File: config.mk
export PLATFORM = sky130hd
export DESIGN_NAME = vga_scan_compositor_flat
export DESIGN_NICKNAME = d
export VERILOG_FILES = /design/src/rtl/vga_pkg.sv /design/src/rtl/vga_scan_compositor_if.sv /design/src/rtl/vga_scan_counter.sv /design/src/rtl/vga_scan_compositor.sv /design/src/flat_wrapper.sv
export SDC_FILE = /design/constraint.sdc
export NUM_CORES = 1
export LEC_CHECK = 0
export BUFFER_PORTS_ARGS = -buffer_cell sky130_fd_sc_hd__buf_4
export CAP_MARGIN = 5
export CORE_ASPECT_RATIO = 0.75
export CORE_MARGIN = 3
export CORE_UTILIZATION = 55
export DETAILED_ROUTE_END_ITERATION = 10
export PLACE_DENSITY = 0.81
export SYNTH_ARGS = -nofsm -noshare
export SYNTH_HDL_FRONTEND = slang
export SYNTH_SLANG_ARGS = --single-unit
File: constraint.sdc
create_clock -name clk -period 2.77 [get_ports clk]
set_input_delay 0.554 -clock clk [delete_from_list [all_inputs] [get_ports clk]]
set_output_delay 0.554 -clock clk [all_outputs]
set_load 0.02 [all_outputs]
File: src/rtl/vga_pkg.sv
// Shared VGA raster constants, widths and bus payload types for the scan compositor slice.
package vga_pkg;

    localparam int unsigned CNT_W   = 10;
    localparam int unsigned CH_W    = 4;
    localparam int unsigned RGB_W   = 3 * CH_W;
    localparam int unsigned ANIM_W  = 6;

    localparam int unsigned H_VIS   = 640;
    localparam int unsigned H_FP    = 16;
    localparam int unsigned H_SYNC  = 96;
    localparam int unsigned H_BP    = 48;
    localparam int unsigned H_TOTAL = H_VIS + H_FP + H_SYNC + H_BP;

    localparam int unsigned V_VIS   = 480;
    localparam int unsigned V_FP    = 10;
    localparam int unsigned V_SYNC  = 2;
    localparam int unsigned V_BP    = 33;
    localparam int unsigned V_TOTAL = V_VIS + V_FP + V_SYNC + V_BP;

    localparam logic [RGB_W-1:0] BG_COLOR_DEF  = 12'h04A;
    localparam logic [RGB_W-1:0] KEY_COLOR_DEF = 12'hF0F;

    typedef struct packed {
        logic [CH_W-1:0] r;
        logic [CH_W-1:0] g;
        logic [CH_W-1:0] b;
    } rgb444_t;

    // Per-pixel raster flags carried through the sprite-latency delay line
    typedef struct packed {
        logic vis;
        logic hs_n;
        logic vs_n;
        logic in_area;
    } scan_flags_t;

    localparam scan_flags_t FLAGS_IDLE = '{vis: 1'b0, hs_n: 1'b1, vs_n: 1'b1, in_area: 1'b0};

endpackage

File: src/rtl/vga_scan_compositor_if.sv
// Raster bus between the compositor (master) and sprite blocks / display pins (slave).
interface vga_scan_compositor_if;
    import vga_pkg::*;

    logic [CNT_W-1:0] hCount;
    logic [CNT_W-1:0] vCount;
    logic [RGB_W-1:0] sprite_pixel;
    logic             in_sprite_area;
    logic             hSync;
    logic             vSync;
    logic [CH_W-1:0]  vgaR;
    logic [CH_W-1:0]  vgaG;
    logic [CH_W-1:0]  vgaB;
    logic             bright;
    logic             frame_tick;
    logic             slow_anim_tick;

    modport master (
        output hCount, vCount, hSync, vSync, vgaR, vgaG, vgaB, bright,
               frame_tick, slow_anim_tick,
        input  sprite_pixel, in_sprite_area
    );

    modport slave (
        input  hCount, vCount, hSync, vSync, vgaR, vgaG, vgaB, bright,
               frame_tick, slow_anim_tick,
        output sprite_pixel, in_sprite_area
    );

endinterface

File: src/rtl/vga_scan_counter.sv
// Pixel-clock divider, hCount/vCount raster counters and registered frame_tick.
module vga_scan_counter
    import vga_pkg::*;
#(
    parameter int unsigned CLK_DIV = 4,
    parameter int unsigned H_TOT   = H_TOTAL,
    parameter int unsigned V_TOT   = V_TOTAL
) (
    input  logic             clk,
    input  logic             rst_n,
    output logic [CNT_W-1:0] o_h_count,
    output logic [CNT_W-1:0] o_v_count,
    output logic             o_frame_pre_c,
    output logic             o_frame_tick
);

    localparam int unsigned DIV_W = (CLK_DIV > 1) ? $clog2(CLK_DIV) : 1;

    logic [DIV_W-1:0] r_div;
    logic [CNT_W-1:0] r_h_count;
    logic [CNT_W-1:0] r_v_count;
    logic             r_frame_tick;
    logic             w_pix_en;
    logic             w_h_last;
    logic             w_v_last;
    logic             w_frame_pre;

    assign w_pix_en = (r_div == DIV_W'(CLK_DIV - 1));
    assign w_h_last = (r_h_count == CNT_W'(H_TOT - 1));
    assign w_v_last = (r_v_count == CNT_W'(V_TOT - 1));
    // One clk ahead of the last pixel's pix_en, so frame_tick can be registered yet coincide with it
    assign w_frame_pre = (r_div == DIV_W'(CLK_DIV - 2)) && w_h_last && w_v_last;

    always_ff @(posedge clk or negedge rst_n) begin
        if (!rst_n) begin
            r_div        <= '0;
            r_h_count    <= '0;
            r_v_count    <= '0;
            r_frame_tick <= 1'b0;
        end else begin
            r_frame_tick <= w_frame_pre;
            r_div        <= w_pix_en ? '0 : r_div + DIV_W'(1);
            if (w_pix_en) begin
                if (w_h_last) begin
                    r_h_count <= '0;
                    r_v_count <= w_v_last ? '0 : r_v_count + CNT_W'(1);
                end else begin
                    r_h_count <= r_h_count + CNT_W'(1);
                end
            end
        end
    end

    assign o_h_count     = r_h_count;
    assign o_v_count     = r_v_count;
    assign o_frame_pre_c = w_frame_pre;
    assign o_frame_tick  = r_frame_tick;

endmodule

File: src/rtl/vga_scan_compositor.sv
// VGA raster compositor: counts, latency-aligned sync/visible decode, colour mux and animation tick.
// Optional colour-key transparency is enabled by defining SPRITE_TRANSPARENCY_EN.
module vga_scan_compositor
    import vga_pkg::*;
#(
    parameter int unsigned        CLK_DIV    = 4,
    parameter int unsigned        H_VIS      = vga_pkg::H_VIS,
    parameter int unsigned        H_FP       = vga_pkg::H_FP,
    parameter int unsigned        H_SYNC     = vga_pkg::H_SYNC,
    parameter int unsigned        H_BP       = vga_pkg::H_BP,
    parameter int unsigned        V_VIS      = vga_pkg::V_VIS,
    parameter int unsigned        V_FP       = vga_pkg::V_FP,
    parameter int unsigned        V_SYNC     = vga_pkg::V_SYNC,
    parameter int unsigned        V_BP       = vga_pkg::V_BP,
    parameter int unsigned        SPRITE_LAT = 1,
    parameter int unsigned        ANIM_DIV   = 6,
    parameter logic [RGB_W-1:0]   BG_COLOR   = BG_COLOR_DEF
`ifdef SPRITE_TRANSPARENCY_EN
    ,
    parameter logic [RGB_W-1:0]   KEY_COLOR  = KEY_COLOR_DEF
`endif
) (
    input  logic                  clk,
    input  logic                  rst_n,
    vga_scan_compositor_if.master bus
);

    localparam int unsigned H_TOT = H_VIS + H_FP + H_SYNC + H_BP;
    localparam int unsigned V_TOT = V_VIS + V_FP + V_SYNC + V_BP;

    logic [CNT_W-1:0]  w_h_count;
    logic [CNT_W-1:0]  w_v_count;
    logic              w_frame_pre;
    logic              w_frame_tick;
    scan_flags_t       w_raw;
    scan_flags_t       w_dly;
    rgb444_t           w_rgb;
    scan_flags_t       r_pipe [SPRITE_LAT];
    rgb444_t           r_rgb;
    logic              r_hs_n;
    logic              r_vs_n;
    logic              r_bright;
    logic              r_slow_tick;
    logic [ANIM_W-1:0] r_anim;

    vga_scan_counter #(
        .CLK_DIV (CLK_DIV),
        .H_TOT   (H_TOT),
        .V_TOT   (V_TOT)
    ) u_counter (
        .clk           (clk),
        .rst_n         (rst_n),
        .o_h_count     (w_h_count),
        .o_v_count     (w_v_count),
        .o_frame_pre_c (w_frame_pre),
        .o_frame_tick  (w_frame_tick)
    );

    // Raw decode straight from the current counts
    always_comb begin
        w_raw         = FLAGS_IDLE;
        w_raw.vis     = (w_h_count < CNT_W'(H_VIS)) && (w_v_count < CNT_W'(V_VIS));
        w_raw.hs_n    = !((w_h_count >= CNT_W'(H_VIS + H_FP)) &&
                          (w_h_count <  CNT_W'(H_VIS + H_FP + H_SYNC)));
        w_raw.vs_n    = !((w_v_count >= CNT_W'(V_VIS + V_FP)) &&
                          (w_v_count <  CNT_W'(V_VIS + V_FP + V_SYNC)));
        w_raw.in_area = bus.in_sprite_area;
    end

    // Delay the flags so they meet sprite_pixel from the same pixel
    always_ff @(posedge clk or negedge rst_n) begin
        if (!rst_n) begin
            for (int i = 0; i < int'(SPRITE_LAT); i++) begin
                r_pipe[i] <= FLAGS_IDLE;
            end
        end else begin
            r_pipe[0] <= w_raw;
            for (int i = 1; i < int'(SPRITE_LAT); i++) begin
                r_pipe[i] <= r_pipe[i-1];
            end
        end
    end

    assign w_dly = r_pipe[SPRITE_LAT-1];

    always_comb begin
        w_rgb = '0;
        if (w_dly.vis) begin
            if (w_dly.in_area) begin
                w_rgb = rgb444_t'(bus.sprite_pixel);
`ifdef SPRITE_TRANSPARENCY_EN
                if (bus.sprite_pixel == KEY_COLOR) begin
                    w_rgb = rgb444_t'(BG_COLOR);
                end
`endif
            end else begin
                w_rgb = rgb444_t'(BG_COLOR);
            end
        end
    end

    // Output register; slow tick is pre-decoded so it lands with frame_tick
    always_ff @(posedge clk or negedge rst_n) begin
        if (!rst_n) begin
            r_rgb       <= '0;
            r_hs_n      <= 1'b1;
            r_vs_n      <= 1'b1;
            r_bright    <= 1'b0;
            r_slow_tick <= 1'b0;
            r_anim      <= '0;
        end else begin
            r_rgb       <= w_rgb;
            r_hs_n      <= w_dly.hs_n;
            r_vs_n      <= w_dly.vs_n;
            r_bright    <= w_dly.vis;
            r_slow_tick <= w_frame_pre && (r_anim == ANIM_W'(ANIM_DIV - 1));
            if (w_frame_tick) begin
                r_anim <= (r_anim == ANIM_W'(ANIM_DIV - 1)) ? '0 : r_anim + ANIM_W'(1);
            end
        end
    end

    assign bus.hCount         = w_h_count;
    assign bus.vCount         = w_v_count;
    assign bus.hSync          = r_hs_n;
    assign bus.vSync          = r_vs_n;
    assign bus.vgaR           = r_rgb.r;
    assign bus.vgaG           = r_rgb.g;
    assign bus.vgaB           = r_rgb.b;
    assign bus.bright         = r_bright;
    assign bus.frame_tick     = w_frame_tick;
    assign bus.slow_anim_tick = r_slow_tick;

endmodule
File: src/flat_wrapper.sv
// flat-port wrapper written by rule: the top's interface ports become plain ports
module vga_scan_compositor_flat import vga_pkg::*;
#(
    parameter int unsigned        CLK_DIV    = 4,
    parameter int unsigned        H_VIS      = vga_pkg::H_VIS,
    parameter int unsigned        H_FP       = vga_pkg::H_FP,
    parameter int unsigned        H_SYNC     = vga_pkg::H_SYNC,
    parameter int unsigned        H_BP       = vga_pkg::H_BP,
    parameter int unsigned        V_VIS      = vga_pkg::V_VIS,
    parameter int unsigned        V_FP       = vga_pkg::V_FP,
    parameter int unsigned        V_SYNC     = vga_pkg::V_SYNC,
    parameter int unsigned        V_BP       = vga_pkg::V_BP,
    parameter int unsigned        SPRITE_LAT = 1,
    parameter int unsigned        ANIM_DIV   = 6,
    parameter logic [RGB_W-1:0]   BG_COLOR   = BG_COLOR_DEF

)
  (clk, rst_n, bus_hCount, bus_vCount, bus_hSync, bus_vSync, bus_vgaR, bus_vgaG, bus_vgaB, bus_bright, bus_frame_tick, bus_slow_anim_tick, bus_sprite_pixel, bus_in_sprite_area);
  vga_scan_compositor_if bus_i ();
  input  logic clk;
  input  logic rst_n;
  output wire logic [$bits(bus_i.hCount)-1:0] bus_hCount;
  output wire logic [$bits(bus_i.vCount)-1:0] bus_vCount;
  output wire logic [$bits(bus_i.hSync)-1:0] bus_hSync;
  output wire logic [$bits(bus_i.vSync)-1:0] bus_vSync;
  output wire logic [$bits(bus_i.vgaR)-1:0] bus_vgaR;
  output wire logic [$bits(bus_i.vgaG)-1:0] bus_vgaG;
  output wire logic [$bits(bus_i.vgaB)-1:0] bus_vgaB;
  output wire logic [$bits(bus_i.bright)-1:0] bus_bright;
  output wire logic [$bits(bus_i.frame_tick)-1:0] bus_frame_tick;
  output wire logic [$bits(bus_i.slow_anim_tick)-1:0] bus_slow_anim_tick;
  input wire logic [$bits(bus_i.sprite_pixel)-1:0] bus_sprite_pixel;
  input wire logic [$bits(bus_i.in_sprite_area)-1:0] bus_in_sprite_area;
  assign bus_hCount = bus_i.hCount;
  assign bus_vCount = bus_i.vCount;
  assign bus_hSync = bus_i.hSync;
  assign bus_vSync = bus_i.vSync;
  assign bus_vgaR = bus_i.vgaR;
  assign bus_vgaG = bus_i.vgaG;
  assign bus_vgaB = bus_i.vgaB;
  assign bus_bright = bus_i.bright;
  assign bus_frame_tick = bus_i.frame_tick;
  assign bus_slow_anim_tick = bus_i.slow_anim_tick;
  assign bus_i.sprite_pixel = bus_sprite_pixel;
  assign bus_i.in_sprite_area = bus_in_sprite_area;
  vga_scan_compositor #(.CLK_DIV(CLK_DIV), .H_VIS(H_VIS), .H_FP(H_FP), .H_SYNC(H_SYNC), .H_BP(H_BP), .V_VIS(V_VIS), .V_FP(V_FP), .V_SYNC(V_SYNC), .V_BP(V_BP), .SPRITE_LAT(SPRITE_LAT), .ANIM_DIV(ANIM_DIV), .BG_COLOR(BG_COLOR)) u_core (.clk(clk), .rst_n(rst_n), .bus(bus_i));
endmodule
Word-level counts from Yosys, hierarchy flattened --
Index checks and enable logic that the tools add are counted.
Cells by class: add/subtract/negate cells 4, $mul 0, div/mod/pow operators 0, magnitude comparators 6, equality and inequality tests 5, shift-type cells 0, multiplexer cells 6, bitwise gates (word level) 0, reduce and logical (&&, ||, !) cells 9
Operators with widths (number):
- $mux W12 | 2
- $add A10 B1 Y10 const B | 2
- $eq A10 B10 Y1 const B | 2
- $lt A10 B10 Y1 const B | 2
- $lt A10 B9 Y1 const B | 2
- $mux W10 | 2
- $ge A10 B10 Y1 const B | 1
- $ge A10 B9 Y1 const B | 1
- $add A6 B1 Y6 const B | 1
- $eq A6 B3 Y1 const B | 1
- $logic_and A1 B1 Y1 | 6
- $mux W6 | 1
- $eq A2 B2 Y1 const B | 2
- $add A2 B1 Y2 const B | 1
- $logic_not A1 Y1 | 2
- $mux W2 | 1
- $reduce_and A2 Y1 | 1
Word-level totals: bits in registers 49, latch bits 0, memory bits (writable) 0, memory bits (read-only) 0, output and inout port bits 37, memories 0

Depth between registers and ports, before layout --
Gate-level depths: netlist of run 1.
depth in word-level cells 4, depth in mapped cells 7

Modules after synthesis --
From an unflattened synthesis of run 1, not the netlist that was laid out.
Unflattened totals: cells, all modules 186, area total of the unflattened synthesis 2128.3 µm²
By module, submodules not included:
- vga_scan_counter | instances 1, cells each 107, area each 1144.8 µm², seq. area each 575.6 µm²
- vga_scan_compositor | instances 1, cells each 79, area each 983.4 µm², seq. area each 655.6 µm²

Worst setup path after synthesis of run 1 --
No wires, ideal clock.
kind flip-flop to flip-flop, from register u_core.u_counter.r_h_count[0] (netlist: u_core.u_counter.o_h_count[0]), to register u_core.u_counter.r_v_count[8] (netlist: u_core.u_counter.o_v_count[8]), setup time 76 ps, data arrival time 1591 ps, data required time 2694 ps, path slack 1103 ps, cell stages (with the launch flop) 6, clock period less this slack 1667 ps, path through dfrtp_1 ha_1 and4bb_4 nand3_4 or4_1 o21ai_1
On the way: cells in the longest elaborated chain, start to end 2
Ends and longest elaborated chain:
- from (decl) | line vga_scan_counter.sv:20 | logic [CNT_W-1:0] r_h_count;
- from (signal assigned) | line vga_scan_counter.sv:48 | r_h_count <= r_h_count + CNT_W'(1);
- $eq A10 B10 Y1 | line vga_scan_counter.sv:29 | assign w_h_last = (r_h_count == CNT_W'(H_TOT - 1));
- $reduce_and A2 Y1 (no source line)
- to (signal assigned) | line vga_scan_counter.sv:46 | r_v_count <= w_v_last ? '0 : r_v_count + CNT_W'(1);
- to (decl) | line vga_scan_counter.sv:21 | logic [CNT_W-1:0] r_v_count;
No other way between the ends. A chain may end at the register's enable or synchronous reset.

Worst setup path in the final report of run 1 --
from register u_core.u_counter.r_div[0], to register u_core.u_counter.r_v_count[8] (netlist: u_core.u_counter.o_v_count[8])
On the way: cells in the longest elaborated chain, start to end 2
Ends and longest elaborated chain:
- from (decl) | line vga_scan_counter.sv:19 | logic [DIV_W-1:0] r_div;
- from (signal assigned) | line vga_scan_counter.sv:42 | r_div <= w_pix_en ? '0 : r_div + DIV_W'(1);
- $eq A2 B2 Y1 | line vga_scan_counter.sv:28 | assign w_pix_en = (r_div == DIV_W'(CLK_DIV - 1));
- $reduce_and A2 Y1 (no source line)
No other way between the ends.

==> metrics, run 1 <==
outcome complete, no violations; Total Routing Usage GR 18.2%; clock skew 0.0128 ns; post-synth cell types 40; Synth Area per Inst 11.1 um2; Worst setup EP type flip-flop; M1 WL 2.02 mm; area of the multi-input gates 862 um2; grt total ovfl 0; Detailed Place HPWL 2.93 mm; Least-Margin Pin Slew 0.568 ns; sequential fraction of the synthesis area 56.6%; routed vias/inst 5.20; share of post-route cells with drive strength above 1 28.5%; Setup crit start kind flip-flop; final core utilization 71.8%; Port Buffers 51; die area 0.00476 mm2; CP max FO 8; met3 WL 328 um; most used flip-flop cell after synthesis dfrtp_1; CTS H-tree lvls 2; Largest stage delay, worst path 0.49 ns; initial antenna violation count 0; Data arrival, critical path 2.01 ns; Crit. Startpoint u_core.u_counter.r_div[0]; Final Hold Fails 0; worst vdd ir 0.348 mV; PD cells 449 mW/mm2; DR WL/cell 13.6 um; Yosys Warn Count 0; clock tree from TritonCTS built; RSZ-0062 raised after global routing no; endpoints failing setup 0; fin crit period 1.78 ns; Die Ht 60.5 um; GPL Wtd Cong 0.798; Pre-Repair DR Iteration Count 4; CTS buffer count 5; most frequent cells after synthesis dfrtp_1, inv_1, and3_1, nand2_1, nor2_1; Placed Instance Area 0.00259 mm2; core area 0.00373 mm2; DR vias 1564; num ports 52; fin. max-slew vios 0; CTS clk-pin slew, worst paths 0.09 ns; initial core utilization 58.3%; fin crit share 64.1%; met2 wire length 1.69 mm; top-count cell post-synth dfrtp_1; largest net degree at the start of global routing 50; synthesized instance count 196; # fillers 293; area leader, netlist dfrtp_1; leading post-synthesis cells by cell area dfrtp_1, dfstp_2, ha_1, and3_1, xnor2_1; Layout Cell Area excl Fill 0.00268 mm2; post-synthesis net count 219; cell chain of the critical path ha_1, and2_1, nand3_4, or4_1, o21ai_1; post-CTS setup buffer count 0; async set-reset flop share out of synthesis 100%; CTS max path bufs 2; root cell of the clock tree clkbuf_8; max_cap viols 0; Antenna Cells 0; fin worst setup slack 0.993 ns; Sink Count 49; Place WS 1.01 ns; share of the synthesized area in the top cell type 51.7%; DRC viols 0; NumNets Final 271; Detailed Route WL 4.08 mm; first-pass GRT wire length 6.70 mm; Total Power 1.20 mW; TNS Setup 0 ns; row cnt 19; P_leak 1.32 nW; highest metal used met4; Peak Freq 563 MHz; cell area after synthesis 0.00218 mm2; die width 78.7 um; CTS resizes 0; Post-synth EDFFs 0; Worst slew margin 62.1%; Hold WC Path Type input pin to async pin; FF/Latch Area 0.00123 mm2; FF+latch count, synth 49; hold_buf cts 0; Iter 0 DRT Violations 107; area delta synth->final 23.1%; worst-skew pair later-pin latency 0.30 ns; number of global-route vias before repair 1462; crit path kind flip-flop to flip-flop; Routed Antenna Nets 0; r2r startpoint u_core.u_counter.r_div[0]; Req. time, crit path 3.00 ns; Slowest cell on crit path or4_1
-- per-stage QoR --
step	cells	hold WS [ns]
3_5_place_dp	293	0.350
5_1_grt	301	0.280
6_report	301	0.244
4_1_cts	301	0.258
3_3_place_gp	293	0.346
2_1_floorplan	196	0.258
-- final timing paths --
path | end | slack [ns] | depth (start not counted)
max | u_core.u_counter.o_v_count[8] | 0.99 | 5
min | u_core.u_counter.o_v_count[6] | 0.24 | 1
max reg2reg | u_core.u_counter.o_v_count[8] | 0.99 | 5
min reg2reg | u_core.bus.hSync | 0.36 | 0
max in group asynchronous | u_core.u_counter.r_div[0] | 2.14 | 1
min in group clk | u_core.r_pipe[0] | 0.35 | 1
-- kinds of logic (layout without fill, tap and decap cells) --
kind of cell	count (synthesis)	after routing	synth area share [%]
xor gates and xnor gates	12	12	4.83
DFF	49	49	56.6
buffers and inverters	19	72	3.85
adders and majority gates	8	8	4.60
AOI/OAI and AO/OA	26	26	6.90
and+or+nand+nor	82	82	23.3
-- routing by layer --
layer,global-route usage [%],up-vias
met1,26.8,715
met2,26.2,60
li1,-,785
met4,6.23,0
met3,5.04,4
met5,0,-
-- worst max-delay path: cells and delay by family (launching register included) --
family,cells,cell delay (ns)
AOI/OAI and AO/OA,1,0.09
and+or+nand+nor,3,0.96
DFF,1,0.37
adders and majority gates,1,0.30
-- cell usage in the layout, fill, tap and decap left out, types with 2 or more instances in the layout --
cell      count
a21boi_0      3
a21o_1        2
a21oi_1       5
a31oi_1       2
and2_1        5
and3_1       12
and3_2        3
and4_1        2
buf_4        51
clkbuf_8      5
dfrtp_1      45
dfstp_2       4
ha_1          8
inv_1        13
nand2_1      12
nand2b_1      3
nand3_1       8
nand4_1       8
nor2_1       12
nor3_1        2
o21ai_0       9
o21ai_1       2
o22ai_1       2
or3_1         2
or4_1         3
xnor2_1       6
xor2_1        6
-- where the power goes --
group | leakage (nW) | switching [mW] | internal, mW
Combinational | 0.656 | 0.0320 | 0.0274
Sequential | 0.623 | 0.00388 | 0.724
Clock | 0.0445 | 0.236 | 0.179
-- flip-flops by register name, indices dropped and copies added, names as in the netlist --
signal,flops
u_core.bus.vgaG,4
u_core.bus.vSync,1
u_core.u_counter.o_frame_tick,1
u_core.bus.slow_anim_tick,1
u_core.bus.hSync,1
u_core.u_counter.o_h_count,10
u_core.bus.vgaB,4
u_core.bus.bright,1
u_core.r_pipe,4
u_core.r_anim,6
u_core.bus.vgaR,4
u_core.u_counter.o_v_count,10
u_core.u_counter.r_div,2
-- cell type report --
type,count,share of cell area (%)
clock buffers,5,2.57
clock inverters,3,0.794
inverters,13,1.82
multi-input cells,128,32.2
flip-flops and latches,49,45.9
well taps,52,2.43
repair buffers,51,14.3
No activity file was read; power rests on OpenSTA's default activity.
==> run 2: changes to the inputs <==
ABC_AREA = 1   (was default)
CORE_UTILIZATION = 53   (was 55)
PLACE_DENSITY = 0.77   (was 0.81)
clock period = 1.7 ns   (was 2.77 ns; I/O delays follow)
==> run 2 against run 1 <==
Against the previous run:
- non-clock buffer count did not move
- combinational power rose by 73%
- routed wire length rose by 14%
- count of clock-buffer cells in the layout did not move
- total power rose by 66%
- sequential cell count did not move
- synthesized cell count rose by 34%
- largest cell class unchanged
- sequential share of layout area fell by 2.8 points
- clock power rose by 70%
- clock skew fell by 0.0074 ns
==> metrics, run 2 <==
PD cells 700 mW/mm2 (+56%); initial core utilization 56.5% (-1.9 points); Final Hold Fails 0 (unchanged); grt total ovfl 0 (unchanged); Hold WC Path Type input pin to async pin; hold_buf cts 0 (unchanged); CTS H-tree lvls 2 (unchanged); Pre-Repair DR Iteration Count 4 (unchanged); synthesized instance count 263 (+34%); share of the synthesized area in the top cell type 48.3% (-3.4 points); CTS buffer count 5 (unchanged); commonest non-fill, non-tap cells in the layout nand2_1, buf_4, dfrtp_1, inv_1, nor2_1; CTS max path bufs 2 (unchanged); Req. time, crit path 1.90 ns (-1.10 ns); Cells after DPL 366 (+25%); num ports 52 (unchanged); row cnt 20 (+1); P_leak 1.51 nW (+14%); Peak Freq 674 MHz (+20%); number of global-route vias before repair 1803 (+23%); area leader, netlist dfrtp_1; Worst slew margin 60.9% (-1.3 points); largest net degree at the start of global routing 50 (unchanged); area delta synth->final 22.4%; clock tree from TritonCTS built; Least-Margin Pin Slew 0.587 ns (+0.0192 ns); Detailed Route WL 4.66 mm (+14%); worst vdd ir 0.460 mV (+32%); Iter 0 DRT Violations 39 (-64%); DRC viols 0 (unchanged); Routed Antenna Nets 0 (unchanged); Yosys Warn Count 0 (unchanged); sequential fraction of the synthesis area 52.8% (-3.7 points); async set-reset flop share out of synthesis 100% (unchanged); Post-synth EDFFs 0 (unchanged); clock skew 0.00545 ns (-0.00737 ns); endpoints failing setup 0 (unchanged); Sink Count 49 (unchanged); crit path kind flip-flop to flip-flop; share of post-route cells with drive strength above 1 25.1% (-3.4 points); initial antenna violation count 0 (unchanged); worst-skew pair later-pin latency 0.31 ns (about the same); die area 0.00524 mm2 (+10%); CTS clk-pin slew, worst paths 0.09 ns (about the same); cell area after synthesis 0.00233 mm2 (+7.1%); TNS Setup 0 ns (unchanged); most frequent cells after synthesis nand2_1, dfrtp_1, inv_1; Layout Cells excl Fill 374 (+24%); Port Buffers 51 (unchanged); Setup crit start kind flip-flop; post-synthesis net count 286 (+31%); core area 0.00413 mm2 (+11%); DR WL/cell 12.5 um (-8.2%); fin. max-slew vios 0 (unchanged); Detailed Place HPWL 3.44 mm (+18%); root cell of the clock tree clkbuf_8; fin crit share 87.3% (+23 points); DR vias 1817 (+16%); Antenna Cells 0 (unchanged); area of the multi-input gates 910 um2 (+5.5%); CP max FO 6 (-2); outcome complete, no violations; post-synth cell types 30 (-25%); Data arrival, critical path 1.68 ns (-0.33 ns); Synth Area per Inst 8.86 um2 (-20%); GPL Wtd Cong 0.793 (-0.58%); FF/Latch Area 0.00123 mm2 (unchanged); # fillers 329 (+12%); leading post-synthesis cells by cell area dfrtp_1, nand2_1, inv_1, nor2_1, dfstp_2; RSZ-0062 raised after global routing no; most used flip-flop cell after synthesis dfrtp_1; first-pass GRT wire length 7.83 mm (+17%); FF+latch count, synth 49 (unchanged); Total Routing Usage GR 19.6% (+1.4 points); die width 82.6 um (+5.0%); routed vias/inst 4.86 (-6.5%); NumNets Final 341 (+26%); Worst setup EP type flip-flop; max_cap viols 0 (unchanged); fin crit period 1.48 ns (-0.293 ns); top-count cell post-synth nand2_1; Die Ht 63.4 um (+4.9%); Total Power 2.00 mW (+66%)
run 2: changes by cell type after synthesis, moves of 4 or more:
cell,change
nor2_1,+28
and2_1,-5
nand4_1,-5
nor3_1,+4
nand3_1,+5
and3_1,-12
nand2_1,+39
inv_1,+30
run 2: logic make-up after synthesis:
group / count (synthesis) / synth area share [%]
AO/OA/AOI/OAI: 20 / 4.83
flip-flops: 49 / 52.8
adder cells (fa/ha/maj): 8 / 4.29
AND/OR/NAND/NOR: 128 / 26.0
XOR/XNOR: 10 / 3.76
buffers and inverters: 48 / 8.27
run 2: cell type report:
| class | instances | area share [%] |
|---|---|---|
| Tap cell | 55 | 2.41 |
| Inverter | 45 | 5.92 |
| Clock buffer | 5 | 2.41 |
| Sequential cell | 49 | 43.2 |
| Clock inverter | 3 | 0.789 |
| Timing Repair Buffer | 51 | 13.4 |
| Multi-Input combinational cell | 166 | 31.9 |
run 2: report_power, final:
group | switching, mW | internal (mW) | total (mW)
Clock | 0.416 | 0.292 | 0.709
Combinational | 0.0593 | 0.0439 | 0.103
Sequential | 0.00487 | 1.18 | 1.19
run 2: timing repair:
item / in CTS / in global routing
setup endpoints to repair: 0 / 3
setup buffers: 0 / 0
resized for setup: 0 / 1
run 2: metrics by stage:
stage          area (um2)  hold WS, ns  setup slack [ns]  utilization (%)
2_1_floorplan        2330       0.0444             0.240                -
3_3_place_gp         2760        0.347             0.245             66.8
3_5_place_dp         2760        0.347             0.136             66.8
4_1_cts              2850       0.0451             0.113             69.0
5_1_grt              2850       0.0696            0.0889             69.1
6_report             2850       0.0216             0.217             69.1
run 2: critical path, stage by stage (launching register included):
cell and delay (ns):
dfrtp_1 0.45, inv_1 0.12, ha_1 0.17, inv_1 0.04, nor2_1 0.10, nand4_1 0.24, nand2_1 0.17, o21ai_1 0.08
run 2: worst paths after layout:
check,from,slack (ns),cells after the start,to
min in group clk,bus_in_sprite_area,0.13,1,u_core.r_pipe[0]
hold reg to reg,u_core.r_pipe[1],0.36,0,u_core.bus.vSync
setup reg to reg,u_core.u_counter.o_v_count[0],0.22,7,u_core.u_counter.o_v_count[3]
setup / recovery,u_core.u_counter.o_v_count[0],0.22,7,u_core.u_counter.o_v_count[3]
max in group asynchronous,rst_n,1.28,1,u_core.u_counter.o_v_count[2]
hold / removal,rst_n,0.02,1,u_core.r_anim[3]
run 2: layer usage:
metal,global-route usage [%],part of all wire (%)
met2,29.1,44
met1,27.3,47
met3,6.43,7.4
met4,5.51,0.86
met5,0,0
==> run 3: changes to the inputs <==
==> constraint.sdc (replaced) <==
create_clock -name clk -period 1.7 [get_ports clk]
set_input_delay 0.34 -clock clk [delete_from_list [all_inputs] [get_ports clk]]
set_output_delay 0.34 -clock clk [all_outputs]
set_load 0.1 [all_outputs]
==> run 3 against run 2 <==
Against the previous run:
- fmax decreased by 1.5%
- non-clock buffer count unchanged
- count of clock-buffer cells in the layout increased by 1
- critical path depth decreased by 6
==> metrics, run 3 (synthesis gave the netlist of run 2 again) <==
outcome complete, no violations; Reg-to-Reg End u_core.u_counter.o_v_count[7]; # fillers 338 (+2.7%); die width 82.6 um (unchanged); Total Routing Usage GR 18.4% (-1.1 points); Least-Margin Pin Slew 0.588 ns (+0.00105 ns); Layout Cell Area excl Fill 0.00288 mm2 (+0.83%); Die Ht 63.4 um (unchanged); Sink Count 49 (unchanged); CTS clk-pin slew, worst paths 0.09 ns (about the same); worst vdd ir 0.566 mV (+23%); Routed Antenna Nets 0 (unchanged); grt total ovfl 0 (unchanged); CTS resizes 0 (unchanged); fin crit share 88.6% (+1.3 points); Crit path max-delay family flip-flops; largest net degree at the start of global routing 50 (unchanged); Data arrival, critical path 1.17 ns (-0.51 ns); max_cap viols 0 (unchanged); DR vias 1810 (-0.39%); Antenna Cells 0 (unchanged); hold_buf cts 0 (unchanged); Reg2Reg Setup Slack 0.23 ns (about the same); fin worst setup slack 0.195 ns (-0.0220 ns); Detailed Route WL 4.37 mm (-6.1%); Req. time, crit path 1.36 ns (-0.54 ns); commonest non-fill, non-tap cells in the layout nand2_1, buf_4, inv_1, nor2_1, dfrtp_1; first-pass GRT wire length 7.45 mm (-4.9%); Place WS 0.132 ns (-0.00449 ns); row cnt 20 (unchanged); cell chain of the critical path buf_4; Peak Freq 664 MHz (-1.5%); Port Buffers 51 (unchanged); area delta synth->final 23.4%; CTS buffer count 5 (unchanged); area of the multi-input gates 910 um2 (unchanged); share of post-route cells with drive strength above 1 30.4% (+5.3 points); CTS H-tree lvls 2 (unchanged); DRC viols 0 (unchanged); P_leak 1.47 nW (-2.6%); Final Hold Fails 0 (unchanged); GPL Wtd Cong 0.805 (+1.5%); initial antenna violation count 0 (unchanged); post-CTS setup buffer count 0 (unchanged); FF-to-FF path depth 6 (-1); RSZ-0062 raised after global routing no; Largest stage delay, worst path 0.51 ns (+0.06 ns); core area 0.00413 mm2 (unchanged); NumNets Final 341 (unchanged); clock tree from TritonCTS built; worst-skew pair later-pin latency 0.30 ns (about the same); Iter 0 DRT Violations 90 (+130%); FF/Latch Area 0.00126 mm2 (+2.2%); CP max FO 6 (unchanged); fin crit period 1.51 ns (+0.0220 ns); clock skew 0.00690 ns (+0.00145 ns); crit path kind flip-flop to output port; Worst setup EP type output port; root cell of the clock tree clkbuf_8; PD cells 712 mW/mm2 (+1.8%); die area 0.00524 mm2 (unchanged); CTS max path bufs 2 (unchanged); TNS Setup 0 ns (unchanged); fin. max-slew vios 0 (unchanged); Total Power 2.05 mW (+2.6%); num ports 52 (unchanged); WP buf/inv 1 (-1); Pre-Repair DR Iteration Count 4 (unchanged); endpoints failing setup 0 (unchanged); Worst slew margin 60.8% (-0.070 points); Hold WC Path Type input pin to async pin; initial core utilization 56.5% (unchanged); r2r startpoint u_core.u_counter.o_h_count[0]; Placed Instance Area 0.00279 mm2 (+1.0%); number of global-route vias before repair 1715 (-4.9%); Setup crit start kind flip-flop; DR WL/cell 11.7 um (-6.1%); Slowest cell on crit path dfrtp_1; Detailed Place HPWL 3.21 mm (-6.7%); routed vias/inst 4.84 (-0.39%)
[run 3: cell types whose count changed in the layout (fill, tap and decap cells not counted), sizes merged]
cell      before  now
clkbuf         5    6
clkinv         3    0
clkinvlp       0    2
[run 3: routing by layer]
metal / up-vias / share of wire [%] / global-route usage [%]
met1: 819 / 50 / 26.4
met2: 62 / 41 / 27.7
met4: 0 / 0.96 / 5.51
li1: 924 / - / -
met5: - / 0 / 0
met3: 5 / 8.1 / 4.43
[run 3: per-stage QoR]
stage	util [%]	hold slack, ns	std cells
3_5_place_dp	67.5	0.348	366
3_3_place_gp	67.5	0.346	366
4_1_cts	69.6	0.0560	374
2_1_floorplan	-	0.0444	263
6_report	69.7	0.0432	374
5_1_grt	69.7	0.0788	374
[run 3: cell type report]
cell class              instances  share of cell area [%]
well taps                      55                    2.39
clock buffers                   6                    2.52
clock inverters                 2                   0.522
multi-input cells             166                    31.6
repair buffers                 51                    13.3
inverters                      45                    5.87
flip-flops and latches         49                    43.8
[run 3: worst reg2reg max path: stages, from the launching register on]
cell     delay, ns
dfrtp_4       0.43
ha_1          0.20
inv_1         0.10
nor2_4        0.18
nand4_4       0.20
nor3_1        0.18
nor2_1        0.07
[run 3: power by group]
group,internal (mW),switching (mW)
combinational,0.0445,0.151
clock,0.290,0.378
sequential,1.18,0.00526
[run 3: how the worst max path moves through the flow]
stage / start / endpoint / slack [ns] / depth (start not counted)
3_3_place_gp: u_core.u_counter.r_div[0] / u_core.u_counter.o_h_count[6] / 0.24 / 6
3_5_place_dp: u_core.u_counter.r_div[0] / u_core.u_counter.o_h_count[7] / 0.13 / 6
6_report: u_core.u_counter.o_h_count[7] / bus_hCount[7] / 0.19 / 1
5_1_grt: u_core.u_counter.o_h_count[1] / u_core.u_counter.o_v_count[7] / 0.08 / 6
2_1_floorplan: u_core.u_counter.o_h_count[7] / u_core.u_counter.o_v_count[5] / 0.03 / 5
4_1_cts: u_core.u_counter.r_div[0] / u_core.u_counter.o_h_count[7] / 0.12 / 6
